==> src/rtl/sd_cmd_line_engine.sv <==
// SD CMD line engine: serialises a 48-bit command frame with CRC7, then receives and checks the card response.
// Build option SD_CMD_BUSY_WAIT_EN adds dat0_in and a DAT0 busy wait after R1b (type 11) responses.
module sd_cmd_line_engine #(
    parameter int NCR_MAX  = 64,
    parameter int TURN_CYC = 2
) (
    input  logic         clk,
    input  logic         rst,
    input  logic         start_in,
    input  logic [5:0]   CommandIndex_in,
    input  logic [31:0]  Argument_in,
    input  logic [1:0]   ResponseTypeSelect_in,
    input  logic         CommandIndexCheckEnable_in,
    input  logic         CommandCRCCheckEnable_in,
    input  logic         cmd_in,
`ifdef SD_CMD_BUSY_WAIT_EN
    input  logic         dat0_in,
`endif
    output logic         cmd_out,
    output logic         cmd_oe,
    output logic         busy_out,
    output logic         cmd_complete_out,
    output logic         timeout_err_out,
    output logic         crc_err_out,
    output logic         index_err_out,
    output logic         endbit_err_out,
    output logic [127:0] response_out
);

    localparam int WCW = (NCR_MAX > 1) ? $clog2(NCR_MAX) : 1;

    typedef enum logic [2:0] {
        S_IDLE,
        S_TX,
        S_TURN,
        S_WAIT_START,
        S_RX,
        S_CHECK,
        S_BUSY,
        S_DONE
    } state_t;

    // One LFSR step of CRC7, generator x^7 + x^3 + 1.
    function automatic logic [6:0] crc7_step(input logic [6:0] crc, input logic din);
        logic fb;
        fb = din ^ crc[6];
        return {crc[5:0], 1'b0} ^ (fb ? 7'h09 : 7'h00);
    endfunction

    function automatic logic [6:0] crc7_calc(input logic [39:0] data);
        logic [6:0] c;
        c = 7'h00;
        for (int i = 39; i >= 0; i--) begin
            c = crc7_step(c, data[i]);
        end
        return c;
    endfunction

    state_t         r_state;
    logic [7:0]     r_bit_cnt;
    logic [WCW-1:0] r_wait_cnt;
    logic [46:0]    r_tx_sr;
    logic [5:0]     r_idx;
    logic [1:0]     r_rtype;
    logic           r_idx_chk;
    logic           r_crc_chk;
    logic [127:0]   r_rx_sr;
    logic [6:0]     r_rx_crc;
    logic           r_cmd_out;
    logic           r_cmd_oe;
    logic           r_busy;
    logic           r_complete;
    logic           r_timeout;
    logic           r_crc_err;
    logic           r_idx_err;
    logic           r_end_err;
    logic [127:0]   r_resp;

    logic [39:0]    w_tx_data;
    logic [47:0]    w_tx_frame;
    logic           w_rx_long;
    logic [7:0]     w_rx_last;
    logic           w_rx_crc_bit;
    logic           w_rx_crc_ok;
    logic           w_idx_mismatch;
    logic [127:0]   w_resp;

    assign w_tx_data  = {2'b01, CommandIndex_in, Argument_in};
    assign w_tx_frame = {w_tx_data, crc7_calc(w_tx_data), 1'b1};

    // r_bit_cnt counts received bits including the start bit; the CRC window
    // differs because R2 excludes its leading start/transmission/reserved byte.
    assign w_rx_long      = (r_rtype == 2'b01);
    assign w_rx_last      = w_rx_long ? 8'd135 : 8'd47;
    assign w_rx_crc_bit   = w_rx_long ? ((r_bit_cnt >= 8'd8) && (r_bit_cnt < 8'd128))
                                      : (r_bit_cnt < 8'd40);
    assign w_rx_crc_ok    = (r_rx_crc == r_rx_sr[7:1]);
    assign w_idx_mismatch = !w_rx_long && r_idx_chk && (r_rx_sr[45:40] != r_idx);
    assign w_resp         = w_rx_long ? {8'h00, r_rx_sr[127:8]} : {96'h0, r_rx_sr[39:8]};

    always_ff @(posedge clk) begin
        if (rst) begin
            r_state    <= S_IDLE;
            r_bit_cnt  <= 8'd0;
            r_wait_cnt <= '0;
            r_tx_sr    <= '1;
            r_idx      <= 6'd0;
            r_rtype    <= 2'b00;
            r_idx_chk  <= 1'b0;
            r_crc_chk  <= 1'b0;
            r_rx_sr    <= '0;
            r_rx_crc   <= 7'd0;
            r_cmd_out  <= 1'b1;
            r_cmd_oe   <= 1'b0;
            r_busy     <= 1'b0;
            r_complete <= 1'b0;
            r_timeout  <= 1'b0;
            r_crc_err  <= 1'b0;
            r_idx_err  <= 1'b0;
            r_end_err  <= 1'b0;
            r_resp     <= '0;
        end else begin
            r_complete <= 1'b0;
            case (r_state)
                S_IDLE: begin
                    if (start_in) begin
                        r_idx     <= CommandIndex_in;
                        r_rtype   <= ResponseTypeSelect_in;
                        r_idx_chk <= CommandIndexCheckEnable_in;
                        r_crc_chk <= CommandCRCCheckEnable_in;
                        r_tx_sr   <= w_tx_frame[46:0];
                        r_cmd_out <= w_tx_frame[47];
                        r_cmd_oe  <= 1'b1;
                        r_bit_cnt <= 8'd47;
                        r_busy    <= 1'b1;
                        r_timeout <= 1'b0;
                        r_crc_err <= 1'b0;
                        r_idx_err <= 1'b0;
                        r_end_err <= 1'b0;
                        r_state   <= S_TX;
                    end
                end

                // r_bit_cnt holds the number of frame bits still to follow the one on the line.
                S_TX: begin
                    if (r_bit_cnt == 8'd0) begin
                        r_cmd_oe  <= 1'b0;
                        r_cmd_out <= 1'b1;
                        if (r_rtype == 2'b00) begin
                            r_complete <= 1'b1;
                            r_state    <= S_DONE;
                        end else if (TURN_CYC == 0) begin
                            r_wait_cnt <= '0;
                            r_state    <= S_WAIT_START;
                        end else begin
                            r_bit_cnt <= 8'(TURN_CYC - 1);
                            r_state   <= S_TURN;
                        end
                    end else begin
                        r_cmd_out <= r_tx_sr[46];
                        r_tx_sr   <= {r_tx_sr[45:0], 1'b1};
                        r_bit_cnt <= r_bit_cnt - 8'd1;
                    end
                end

                S_TURN: begin
                    if (r_bit_cnt == 8'd0) begin
                        r_wait_cnt <= '0;
                        r_state    <= S_WAIT_START;
                    end else begin
                        r_bit_cnt <= r_bit_cnt - 8'd1;
                    end
                end

                // The start bit contributes a zero to both the shift register and the CRC.
                S_WAIT_START: begin
                    if (!cmd_in) begin
                        r_rx_sr   <= '0;
                        r_rx_crc  <= 7'd0;
                        r_bit_cnt <= 8'd1;
                        r_state   <= S_RX;
                    end else if (r_wait_cnt == WCW'(NCR_MAX - 1)) begin
                        r_timeout  <= 1'b1;
                        r_complete <= 1'b1;
                        r_state    <= S_DONE;
                    end else begin
                        r_wait_cnt <= r_wait_cnt + 1'b1;
                    end
                end

                S_RX: begin
                    r_rx_sr <= {r_rx_sr[126:0], cmd_in};
                    if (w_rx_crc_bit) begin
                        r_rx_crc <= crc7_step(r_rx_crc, cmd_in);
                    end
                    if (r_bit_cnt == w_rx_last) begin
                        r_state <= S_CHECK;
                    end else begin
                        r_bit_cnt <= r_bit_cnt + 8'd1;
                    end
                end

                S_CHECK: begin
                    r_resp    <= w_resp;
                    r_crc_err <= r_crc_chk && !w_rx_crc_ok;
                    r_idx_err <= w_idx_mismatch;
                    r_end_err <= !r_rx_sr[0];
`ifdef SD_CMD_BUSY_WAIT_EN
                    if (r_rtype == 2'b11) begin
                        r_state <= S_BUSY;
                    end else begin
                        r_complete <= 1'b1;
                        r_state    <= S_DONE;
                    end
`else
                    r_complete <= 1'b1;
                    r_state    <= S_DONE;
`endif
                end

`ifdef SD_CMD_BUSY_WAIT_EN
                S_BUSY: begin
                    if (dat0_in) begin
                        r_complete <= 1'b1;
                        r_state    <= S_DONE;
                    end
                end
`endif

                S_DONE: begin
                    r_busy  <= 1'b0;
                    r_state <= S_IDLE;
                end

                default: begin
                    r_state <= S_IDLE;
                end
            endcase
        end
    end

    assign cmd_out          = r_cmd_out;
    assign cmd_oe           = r_cmd_oe;
    assign busy_out         = r_busy;
    assign cmd_complete_out = r_complete;
    assign timeout_err_out  = r_timeout;
    assign crc_err_out      = r_crc_err;
    assign index_err_out    = r_idx_err;
    assign endbit_err_out   = r_end_err;
    assign response_out     = r_resp;

endmodule

==> config.mk <==
export PLATFORM = sky130hd
export DESIGN_NAME = sd_cmd_line_engine
export DESIGN_NICKNAME = d
export VERILOG_FILES = /design/src/rtl/sd_cmd_line_engine.sv
export SDC_FILE = /design/constraint.sdc
export NUM_CORES = 1
export LEC_CHECK = 0
export CELL_PAD_IN_SITES_DETAIL_PLACEMENT = 1
export CELL_PAD_IN_SITES_GLOBAL_PLACEMENT = 1
export CORE_MARGIN = 2
export CORE_UTILIZATION = 37
export DETAILED_ROUTE_END_ITERATION = 8
export GPL_TIMING_DRIVEN = 1
export PLACE_DENSITY = 0.72
export SLEW_MARGIN = 30
export SYNTH_ARGS = -nofsm -noshare
export SYNTH_HDL_FRONTEND = slang
export SYNTH_SLANG_ARGS = --single-unit
==> constraint.sdc <==
create_clock -name clk -period 2.15 [get_ports clk]
set_clock_uncertainty 0.05 [all_clocks]
set_input_delay 0.215 -clock clk [delete_from_list [all_inputs] [get_ports clk]]
set_output_delay 0.215 -clock clk [all_outputs]
set_load 0.1 [all_outputs]
==> results.sh <==
export IMPL_muxShareOfSynthArea_pct=0
export IMPL_violations="setup timing"
export IMPL_ys_types=52
export IMPL_grt_max_degree=103
export IMPL_layout_common_cells="dfxtp_1, nand2_1, buf_4"
export IMPL_tightest_slew_ns=0.719
export IMPL_n_fill_cell=4306
export IMPL_yosysWarnings=0
export IMPL_yosys_area_share_simple_pct=20.8
export IMPL_fin_crit_sh_pct=101
export IMPL_seqPwrFrac_pct=34.3
export IMPL_synth_fa_ha_area_share_pct=0.276
export IMPL_maxCapViolations=0
export IMPL_synth_area_top_cells="dfxtp_1, nand2_1, a22oi_1, a21oi_1, nand3_1"
export IMPL_finalHoldViolations=0
export IMPL_syn2layout_area_growth_pct=29.3
export IMPL_synthFlopType="dfxtp_1"
export IMPL_p_sw_w=0.00719
export IMPL_place_inst=2233
export IMPL_syn_inst=1628
export IMPL_fin_cells=2311
export IMPL_status="finished, violations left"
export IMPL_required_ns=2.47
export IMPL_drtIter0Drc=708
export IMPL_place_detailed_hpwl_um=25300
export IMPL_yosysTopAreaCell="dfxtp_1"
export IMPL_synthXorXnorAreaFrac_pct=7.15
export IMPL_fin_util_pct=48.3
export IMPL_layout_drive_gt1_share_pct=18.9
export IMPL_p_leak_nw=6.83
export IMPL_place_gp_congestion=0.862
export IMPL_pin_count=182
export IMPL_final_common_cell="dfxtp_1"
export IMPL_hp_class="in -> reg"
export IMPL_antenna_found_initial=0
export IMPL_async_reset_ff_share_pct=0
export IMPL_p_int_w=0.0136
export IMPL_ys_ff_latch=336
export IMPL_num_nets_final=1864
export IMPL_avgViaCountPerCell=5.20
export IMPL_slowest_delay_ns=0.52
export IMPL_switching_share_pct=34.5
export IMPL_die_x_um=196
export IMPL_grt_ovfl_total=0
export IMPL_wl_per_cell_um=16.7
export IMPL_rsz0062_at_grt="yes"
export IMPL_cts_tree="yes"
export IMPL_combPwrFrac_pct=33.6
export IMPL_die_area_um2=38300
export IMPL_cts_max_level=2
export IMPL_crit_slowest_cell="or4_1"
export IMPL_synth_compound_area_share_pct=17.9
export IMPL_clockBufferDepth=3
export IMPL_netlist_area_leader_share_pct=49.4
export IMPL_dr_pass1_iters=5
export IMPL_fmax_ghz=0.460
export IMPL_peakVddDrop_uv=547
export IMPL_p_per_area_nw_per_um2=1180
export IMPL_min_period_ns=2.17
export IMPL_path_cells="inv_2 > or4_1 > a2111o_1 > a21oi_2 > nor2_2 > a22oi_2 > a21oi_1"
export IMPL_synth_seq_area_share_pct=49.4
export IMPL_p_clk_share_pct=32.1
export IMPL_final_max_slew_viol_count=0
export IMPL_drc=0
export IMPL_core_region_area_um2=36400
export IMPL_max_slew_margin_pct=52.0
export IMPL_grt_pass1_vias=12500
export IMPL_cp_end_kind="register"
export IMPL_crit_type="reg -> reg"
export IMPL_start_kind="register"
export IMPL_num_rows=70
export IMPL_synth_edf_count=0
export IMPL_n_antenna_cell=0
export IMPL_pre_cts_slack_ns=-0.668
export IMPL_grt_pass1_wl_um=64700
export IMPL_timing_final_ws_setup_ns=-0.0218
export IMPL_syn_area_per_cell_um2=8.36
export IMPL_vias=12000
export IMPL_clock_root_buffer="clkbuf_16"
export IMPL_io_buffer_count=173
export IMPL_holdBufCountCts=0
export IMPL_drt_total_wl_um=38600
export IMPL_detail_route_antenna_nets=0
export IMPL_initial_core_util_pct=37.3
export IMPL_cts_sinks=336
export IMPL_grt_usage_pct=20.1
export IMPL_crit_arrival_ns=2.49
export IMPL_clk_pin_slew_ns=0.06
export IMPL_cp_max_fo=7
export IMPL_die_y_um=196
export IMPL_cts_buffers=39
export IMPL_synthesis_area_um2=13600
export IMPL_clock_latency_ns=0.53
export IMPL_setup_viol=2
export IMPL_synth_top_family_by_area="simple AND/OR/NAND/NOR gates"
export IMPL_finalSetupTns_ns=-0.0323
==> power by group through the flow <==
stage	logic (W)	registers (W)	clock network, W
after floorplan	0.00426	0.00729	0
after global placement	0.00652	0.00721	0
after detailed placement	0.00665	0.00723	0
after CTS	0.00682	0.00711	0.00687
after global routing	0.00778	0.00720	0.00713
final	0.00699	0.00713	0.00669
==> synth_stat cells (3+ instances only) <==
library cell and number:
a22oi_1 136, xnor2_1 39, xnor3_1 9, ha_1 3, inv_1 7, xnor2_2 4, or3_1 3, buf_1 3
a211oi_1 4, clkbuf_1 124, xnor3_2 3, a221oi_1 6, a221o_1 3, nor2b_1 5, buf_4 9, xor2_1 26
nand2b_1 43, a31oi_1 6, o211ai_1 3, nor2_1 170, nand4_1 3, a21oi_1 159, nand2_1 281, nand3_1 134
o21ai_0 56, and3_1 4, dfxtp_1 336, o21a_1 4, o22ai_1 6, nor3_1 12
==> sequential cells by signal, summed over array words and instances (netlist names), 2 cells and up <==
name and count:
r_bit_cnt 8, r_rx_crc 7, r_rx_sr 128, r_state 3, r_wait_cnt 6, response_out 120
r_tx_sr 46, r_rtype 2, r_idx 6
==> critical path: cells and delay by family, from the launching register on <==
family                 cells  cell delay, ns
and+or+nand+nor            2            0.64
buffers and inverters      1            0.03
DFF                        1            0.34
AOI/OAI and AO/OA          4            0.94
==> logic make-up after synthesis <==
logic type / after synthesis
AOI/OAI and AO/OA: 395
other: 1
buffers and inverters: 147
and+or+nand+nor: 662
DFF: 336
adders and majority gates: 3
xor gates and xnor gates: 84
==> metrics by stage <==
stage | power (W) | area, µm² | hold slack, ns
5_1_grt | 0.0221 | 17600 | 0.144
3_5_place_dp | 0.0139 | 16100 | 0.396
3_3_place_gp | 0.0137 | 16100 | 0.391
6_report | 0.0208 | 17600 | 0.0649
4_1_cts | 0.0208 | 17500 | 0.0815
2_1_floorplan | 0.0115 | 13700 | 0.301
==> repair_timing <==
item | in CTS | in global routing
buffers inserted | 2 | 7
pin swaps | 16 | 12
gates resized for setup | 36 | 20
endpoints found under the setup margin | 57 | 178
==> worst paths after layout <==
kind                                        from               end  slack (ns)  depth (start not counted)
worst max-delay path                r_bit_cnt[3]      r_bit_cnt[4]       -0.02                          7
worst min-delay path             Argument_in[19]       r_tx_sr[27]        0.06                          5
worst max register to register      r_bit_cnt[3]      r_bit_cnt[4]       -0.02                          7
worst min register to register  response_out[53]  response_out[53]        0.40                          2
==> per-layer routing <==
layer	vias to the layer above	wire length (µm)	global-route usage [%]	share of wire, %
met5	-	0	0	0
met4	0	791	4.91	2.0
met3	62	1340	2.78	3.5
met2	186	18500	34.2	48
met1	5825	18000	27.1	47
li1	5939	-	-	-
==> cell type report <==
type | instances | area (µm²) | area share, %
clock buffer | 59 | 1220 | 6.95
clock inverter | 10 | 101 | 0.576
inverter | 8 | 33.8 | 0.192
multi-input combinational | 1152 | 6520 | 37.1
sequential | 336 | 6730 | 38.2
tap | 468 | 586 | 3.33
timing repair buffer | 278 | 2400 | 13.6
Power figures use the tool's default switching activity.
